--- config.mk ---
export PLATFORM = sky130hd
export DESIGN_NAME = code_converter_flat
export DESIGN_NICKNAME = d
export VERILOG_FILES = /design/src/rtl/code_conv_pkg.sv /design/src/rtl/code_converter_if.sv /design/src/rtl/code_conv_core.sv /design/src/rtl/code_converter.sv /design/src/flat_wrapper.sv
export SDC_FILE = /design/constraint.sdc
export NUM_CORES = 1
export LEC_CHECK = 0
export BUFFER_PORTS_ARGS = -buffer_cell sky130_fd_sc_hd__buf_2
export CORE_MARGIN = 1.5
export CORE_UTILIZATION = 45
export CTS_CLUSTER_SIZE = 16
export DETAILED_ROUTE_END_ITERATION = 10
export PLACE_DENSITY = 0.75
export SYNTH_ARGS = -nofsm -noshare
export SYNTH_HDL_FRONTEND = slang
export SYNTH_SLANG_ARGS = --single-unit
export TNS_END_PERCENT = 5
--- constraint.sdc ---
create_clock -name clk -period 0.8 [get_ports clk]
set_input_delay 0.16 -clock clk [delete_from_list [all_inputs] [get_ports clk]]
set_output_delay 0.16 -clock clk [all_outputs]
set_load 0.02 [all_outputs]
--- src/rtl/code_conv_pkg.sv ---
`default_nettype none
// ============================================================================
// Module   : code_conv_pkg
// Purpose  : Shared widths, select encodings and code-range limits for the
//            code converter.
// Revision : 1.0 - initial release
// ============================================================================
package code_conv_pkg;

  localparam int CODE_W = 4;
  localparam int SEL_W  = 2;

  // Conversion mode encodings carried on select
  localparam logic [SEL_W-1:0] SEL_BIN2GRAY = 2'b00;
  localparam logic [SEL_W-1:0] SEL_BCD2XS3  = 2'b01;
  localparam logic [SEL_W-1:0] SEL_GRAY2BIN = 2'b10;
  localparam logic [SEL_W-1:0] SEL_XS32BCD  = 2'b11;

  // Excess-3 offset and the largest legal BCD / excess-3 code words
  localparam logic [CODE_W-1:0] XS3_OFFSET = 4'd3;
  localparam logic [CODE_W-1:0] BCD_MAX    = 4'd9;
  localparam logic [CODE_W-1:0] XS3_MAX    = 4'd12;

endpackage
`default_nettype wire

--- src/rtl/code_converter_if.sv ---
`default_nettype none
// ============================================================================
// Module   : code_converter_if
// Purpose  : Request (valid/code/select) and response (valid/code/err)
//            signals of the code converter. master drives requests,
//            slave (the converter) drives responses.
// Revision : 1.0 - initial release
// ============================================================================
interface code_converter_if;
  import code_conv_pkg::*;

  logic              in_valid;
  logic [CODE_W-1:0] code_in;
  logic [SEL_W-1:0]  select;
  logic              out_valid;
  logic [CODE_W-1:0] code_out;
  logic              err;

  modport master (
    output in_valid, code_in, select,
    input  out_valid, code_out, err
  );

  modport slave (
    input  in_valid, code_in, select,
    output out_valid, code_out, err
  );

endinterface
`default_nettype wire

--- src/rtl/code_conv_core.sv ---
`default_nettype none
// ============================================================================
// Module   : code_conv_core
// Purpose  : Purely combinational conversion of one 4-bit code word in the
//            mode chosen by select, with a flag for words that are illegal
//            in that mode (result forced to zero when flagged).
// Revision : 1.0 - initial release
// ============================================================================
module code_conv_core
  import code_conv_pkg::*;
(
  input  logic [CODE_W-1:0] code_in,
  input  logic [SEL_W-1:0]  select,
  output logic [CODE_W-1:0] result,
  output logic              invalid
);

  logic [CODE_W-1:0] bin_to_gray;
  logic [CODE_W-1:0] gray_to_bin;

  assign bin_to_gray = code_in ^ (code_in >> 1);

  // Gray decode: each binary bit is the XOR of all Gray bits at or above it
  always_comb begin
    gray_to_bin = '0;
    for (int i = 0; i < CODE_W; i++) begin
      gray_to_bin[i] = ^(code_in >> i);
    end
  end

  // Mode mux with range checks; out-of-range words give zero and the flag
  always_comb begin
    result  = '0;
    invalid = 1'b0;
    case (select)
      SEL_BIN2GRAY: result = bin_to_gray;
      SEL_BCD2XS3: begin
        if (code_in > BCD_MAX) invalid = 1'b1;
        else                   result  = code_in + XS3_OFFSET;
      end
      SEL_GRAY2BIN: result = gray_to_bin;
      SEL_XS32BCD: begin
        if ((code_in < XS3_OFFSET) || (code_in > XS3_MAX)) invalid = 1'b1;
        else                                               result  = code_in - XS3_OFFSET;
      end
      default: ;
    endcase
  end

endmodule
`default_nettype wire

--- src/rtl/code_converter.sv ---
`default_nettype none
// ============================================================================
// Module   : code_converter
// Purpose  : Registers the code_conv_core result one cycle after each
//            accepted input. Reset asserts asynchronously and releases the
//            output registers only after a two-flop synchroniser.
// Revision : 1.0 - initial release
// ============================================================================
module code_converter
  import code_conv_pkg::*;
(
  input  logic             clk,
  input  logic             rst_n,
  code_converter_if.slave  bus
);

  logic [1:0]        rst_sync;
  logic              rst_sync_n;
  logic [CODE_W-1:0] conv_result;
  logic              conv_invalid;
  logic [CODE_W-1:0] code_reg;
  logic              err_reg;
  logic              valid_reg;

  assign rst_sync_n = rst_sync[1];

  // Reset synchroniser: clears at once, releases two clock edges later
  always_ff @(posedge clk or negedge rst_n) begin
    if (!rst_n) rst_sync <= '0;
    else        rst_sync <= {rst_sync[0], 1'b1};
  end

  code_conv_core u_core (
    .code_in (bus.code_in),
    .select  (bus.select),
    .result  (conv_result),
    .invalid (conv_invalid)
  );

  // Output registers: capture on in_valid, otherwise hold; valid pulses once
  always_ff @(posedge clk or negedge rst_sync_n) begin
    if (!rst_sync_n) begin
      code_reg  <= '0;
      err_reg   <= 1'b0;
      valid_reg <= 1'b0;
    end else begin
      valid_reg <= bus.in_valid;
      if (bus.in_valid) begin
        code_reg <= conv_result;
        err_reg  <= conv_invalid;
      end
    end
  end

  assign bus.code_out  = code_reg;
  assign bus.err       = err_reg;
  assign bus.out_valid = valid_reg;

endmodule
`default_nettype wire

--- src/flat_wrapper.sv ---
// flat-port wrapper written by rule: the top's interface ports become plain ports
module code_converter_flat import code_conv_pkg::*;
  (clk, rst_n, bus_in_valid, bus_code_in, bus_select, bus_out_valid, bus_code_out, bus_err);
  code_converter_if bus_i ();
  input  logic clk;
  input  logic rst_n;
  input wire logic [$bits(bus_i.in_valid)-1:0] bus_in_valid;
  input wire logic [$bits(bus_i.code_in)-1:0] bus_code_in;
  input wire logic [$bits(bus_i.select)-1:0] bus_select;
  output wire logic [$bits(bus_i.out_valid)-1:0] bus_out_valid;
  output wire logic [$bits(bus_i.code_out)-1:0] bus_code_out;
  output wire logic [$bits(bus_i.err)-1:0] bus_err;
  assign bus_i.in_valid = bus_in_valid;
  assign bus_i.code_in = bus_code_in;
  assign bus_i.select = bus_select;
  assign bus_out_valid = bus_i.out_valid;
  assign bus_code_out = bus_i.code_out;
  assign bus_err = bus_i.err;
  code_converter u_core (.clk(clk), .rst_n(rst_n), .bus(bus_i));
endmodule
== After elaboration in Yosys (flattened, before gate mapping) ==
Index checks and enable logic that the tools add are counted.

* Muxes and demuxes: 6
* Bitwise logic cells: 1
* Equal/unequal tests: 3
* $lt $le $gt $ge: 3
* Add/subtract/negate cells: 2
* Reductions and logical operators: 6

{| class="wikitable"
|+ Operators by type and width
! operator !! count
|-
| case mux 4 bit (4 select lines) || 1
|-
| XOR reduction 4 bit || 4
|-
| > comparator 4 bit (second input constant) || 2
|-
| two-way mux 4 bit || 2
|-
| adder 4 x 2 -> 4 bit (second input constant) || 1
|-
| == test 2 bit (second input constant) || 2
|-
| less-than comparator 4 x 2 -> 1 bit (second input constant) || 1
|-
| subtractor 4 x 2 -> 4 bit (second input constant) || 1
|-
| bitwise XOR 4 x 3 -> 4 bit || 1
|-
| == test 2 x 1 -> 1 bit (second input constant) || 1
|-
| zero test 2 bit || 1
|-
| two-way mux 1 bit || 2
|-
| case mux 1 bit (2 select lines) || 1
|-
| logical OR 1 bit || 1
|}

* Output and inout bits: 6
* Flip-flop bits (word level): 8
* Word-level logic and storage cells: 25
* Input port bits: 9

== Logic depth before layout (Yosys ltp) ==
* Word-level depth: 4
* Mapped depth: 7
* Gate-level depth less buffers: 7

== Modules after synthesis ==
Synthesis repeated with hierarchy kept, for this count alone.

* Cells, all modules: 64
* Area, all modules: 631.9 um^2

{| class="wikitable"
|+ Modules (own cells, without submodules)
! module !! times used !! area an instance (um^2) !! cells an instance !! seq. area each (um^2)
|-
| code_conv_core || 1 || 371.6 || 50 || 0.0
|-
| code_converter || 1 || 260.2 || 14 || 200.2
|}

== Worst setup path before layout ==
Ideal clock, no wire load.

* Path type: input -> register
* From: input port bus_code_in[1]
* To: register u_core.code_reg[3] (netlist: u_core.bus.code_out[3])
* Required time: 0.663 ns
* Setup slack: -0.508 ns
* Buffers on the path: 0
* Arrival: 1.171 ns
* Stages: 7
* Library setup time: 0.137 ns
* Cells stage by stage: inv_1 ha_1 nand2b_1 a2bb2oi_4 o21ai_2 a221oi_2 a21oi_1

* Word-level cells in the longest chain between the ends: 4
* Elaborated cells on any way between the ends: 9
* Classes of those cells: 2 x add/sub; 3 x order compare; 3 x mux; 1 x reduce/logical

{| class="wikitable"
|+ Ends and longest elaborated chain
! what !! RTL line !! text
|-
| from (decl) || flat_wrapper.sv:8 || <nowiki>input wire logic [$bits(bus_i.code_in)-1:0] bus_code_in;</nowiki>
|-
| less-than comparator 4 x 2 -> 1 bit or > comparator 4 bit (tied branches) || code_conv_core.sv:43 || <nowiki>if ((code_in < XS3_OFFSET) || (code_in > XS3_MAX)) invalid = 1'b1;</nowiki>
|-
| logical OR 1 bit || code_conv_core.sv:43 ||
|-
| two-way mux 4 bit || code_conv_core.sv:43 ||
|-
| case mux 4 bit (4 select lines) * || code_conv_core.sv:35 || <nowiki>case (select)</nowiki>
|-
| to (signal assigned) || code_converter.sv:49 || <nowiki>code_reg <= conv_result;</nowiki>
|-
| to (decl) || code_converter.sv:21 || <nowiki>logic [CODE_W-1:0] code_reg;</nowiki>
|}

Mark *: on every way between the ends. The rest lies on a longest branch, timed or not.
A chain may end at the register's enable or synchronous reset.

== Final worst setup path ==
* From: input port bus_code_in[2]
* To: register u_core.code_reg[3] (netlist: u_core.bus.code_out[3])

Same word-level chain as after synthesis.

==> summary.txt <==
Timing
  • Setup Viol. Count Final: 11
  • Fin. Hold Viols: 0
  • Slew Limit Fails: 0
  • Final Cycle Share: 141.6%
  • Setup_tns: -2.305 ns
  • Crit path time final: 1.133 ns
  • Final hold slack: 0.09935 ns
  • Final setup margin: -0.3328 ns
  • Max Freq: 0.8828 GHz
  • Clock Skew: 0.003174 ns
  • RSZ-0062 raised after global routing: true

Final layout
  • Layout Utilization: 72.29%
  • FILL cells: 96
  • N_diodes: 0
  • P&R area growth vs syn: 45.79%
  • Max reg flops: 4
  • Final #Nets: 125
  • Fraction of layout cells with a size suffix above 1: 50.96%
  • Final Cell Area: 975.9 µm²

Logic synthesis
  • Mapped Cells: 72
  • Synth top area share: 29.91%
  • Top_reg_cell synth: dfrtp_1
  • Post-synthesis cell type count: 31
  • Post-synth EDFFs: 0
  • Ys async rst share: 100.0%
  • Largest cells by area after synthesis: dfrtp_1 (30%), ha_1 (19%), a21oi_1 (4.5%)
  • Net Count, Synth: 91
  • Area leader, netlist: dfrtp_1
  • Post-synthesis register bit count: 8
  • Syn avg cell area: 9.297 µm²
  • Most numerous cell in the Yosys netlist: ha_1
  • Cell Area, Synth: 669.4 µm²
  • Syn. warnings: 0
  • Synth cell count leaders: ha_1 (10), dfrtp_1 (8), inv_1 (8), nor2_1 (7), a21oi_1 (6)
  • Sequential share of the synthesized area: between 20 and 30%

Critical path
  • Slowest cell on crit path: a221oi_2
  • CP max FO: 5
  • Cell Chain, Critical Path: buf_8 -> clkinvlp_4 -> ha_4 -> nand2_4 -> a2bb2oi_4 -> o21ai_2 -> a221oi_2 -> a21oi_1
  • CP peak stage delay: 0.22 ns
  • Crit. End Element: register
  • CP arrival: 1.26 ns
  • Setup CP Type: in -> reg
  • Crit start category: input port
  • Worst Path Required: 0.93 ns

Routing
  • Detailed-route via count: 608
  • Final wirelength: 1378 µm
  • DRC: 0
  • ANT nets after route: 0
  • Avg WL per Cell: 11.58 µm
  • Initial drt markers: 16
  • Vias per inst: between 5 and 6
  • Drt pass-1 iters: 4

Pwr
  • Pleak: ~0.47 nW
  • Worst vdd rail ir drop: 1094 µV
  • Pwr Density: approximately 1300 nW/µm²
  • Final Power: 1.240 mW

Global routing
  • Met2 usage: between 20 and 30%
  • Gr usage total: 18.36%
  • M1 GR Usage: 23.29%
  • Vias in the first global route: 584
  • GR Util met3: 5.217%
  • GRT overflow: 0
  • Largest net degree at the start of global routing: 8
  • Antenna violations before repair: 0
  • First-pass GRT wire length: approximately 2400 µm
  • Grt peak-use layer: met2

Outcome
  • Status: finished, violations left
  • Failing checks: setup timing

Floorplan
  • Number of top-level pins: 15
  • CORE AREA: approximately 1400 µm²
  • DIE AREA: roughly 1700 µm²
  • Initial Util: 49.58%
  • Std-Cell Rows: 13
  • Die X: between 40 and 50 µm
  • Die height: between 40 and 50 µm

Place
  • Placed cell areas: 910.9 µm²
  • HPWL Detailed: 1146 µm
  • PortBufs: 14
  • GP Congestion: 0.8209

CTS
  • Worst skew pair latency: ~0.25 ns
  • Setup bufs post-CTS: 0
  • CTS Buf Count: 3
  • Reg clk slew, reported paths: 0.05 ns
  • Longest Clk Path Bufs: 2
  • Root Driver: clkbuf_4
  • CTS tree: yes
  • H-tree Lvls: 1
  • # clock sinks: 8

Worst hold path
  • Min-delay worst type: reg -> async

Job
  • Max_cap viols: 0
[logic make-up (layout without fill, tap and decap cells)]
kind of cell             Yosys count  count (layout)  synth area share [%]
AO/OA/AOI/OAI                     20              20                 24.68
XOR/XNOR                           3               3                 3.926
adder cells (fa/ha/maj)           10              10                 18.69
buffers and inverters             11              43                 6.915
flip-flops                         8               8                 29.91
other                              1               1                0.5602
AND/OR/NAND/NOR                   19              19                 15.33
[critical path, delay by kind of cell]
family,cells,cell delay (ns)
buffers and inverters,2,0.22
AOI/OAI and AO/OA,4,0.58
adders and majority gates,1,0.21
and+or+nand+nor,1,0.08
[power by group]
part           switching, mW  total (mW)  internal, mW
clock network          0.128       0.298         0.171
logic                  0.242       0.472         0.231
registers             0.0235       0.469         0.446
[worst paths after layout]
check,from,to,slack (ns),depth (start not counted)
max reg2reg,u_core.bus.code_out[1],u_core.bus.code_out[1],0.14,2
max,bus_code_in[2],u_core.bus.code_out[3],-0.33,8
max in group asynchronous,rst_n,u_core.rst_sync[0],0.49,2
min,u_core.rst_sync[1],u_core.bus.code_out[0],0.1,0
min reg2reg,u_core.rst_sync[1],u_core.bus.code_out[0],0.1,0
min in group clk,bus_in_valid,u_core.bus.code_out[3],0.15,2
[cells in the final DEF (no fill, tap or decap), types with 2 or more instances in the layout]
cell / count
buf_4: 17
buf_2: 13
dfrtp_1: 8
nor2_1: 6
a21oi_1: 6
inv_1: 5
ha_1: 5
nand2_1: 4
ha_2: 3
clkbuf_4: 3
inv_2: 2
xor2_1: 2
a31oi_1: 2
ha_4: 2
[layout make-up]
type	instances	area, µm²	share of cell area (%)
Inverter	8	33.78	3.462
Tap cell	15	18.77	1.923
Sequential cell	8	200.2	20.51
Timing Repair Buffer	32	217.7	22.31
Multi-Input combinational cell	53	483.0	49.49
Clock buffer	3	22.52	2.308
[layer usage]
| metal | wire (µm) | vias to the layer above |
|---|---|---|
| met5 | 0 | - |
| met4 | 0 | 0 |
| met3 | 51 | 0 |
| met2 | 659 | 14 |
| met1 | 666 | 284 |
| li1 | - | 310 |
[metrics by stage]
| stage | setup WS, ns | std cells |
|---|---|---|
| finish | -0.3328 | 119 |
| CTS | -0.3299 | 119 |
| global placement | -0.6629 | 115 |
| floorplan | -0.4032 | 72 |
| global route | -0.4194 | 119 |
| detailed placement | -0.6831 | 115 |
[repair_timing]
action,CTS,global route
endpoints found under the setup margin,11,11
pin swaps,3,2
hold endpoints to repair,2,0
hold buffers,1,0
resized for setup,7,2
Note: power is estimated with default switching activity, not from simulation.
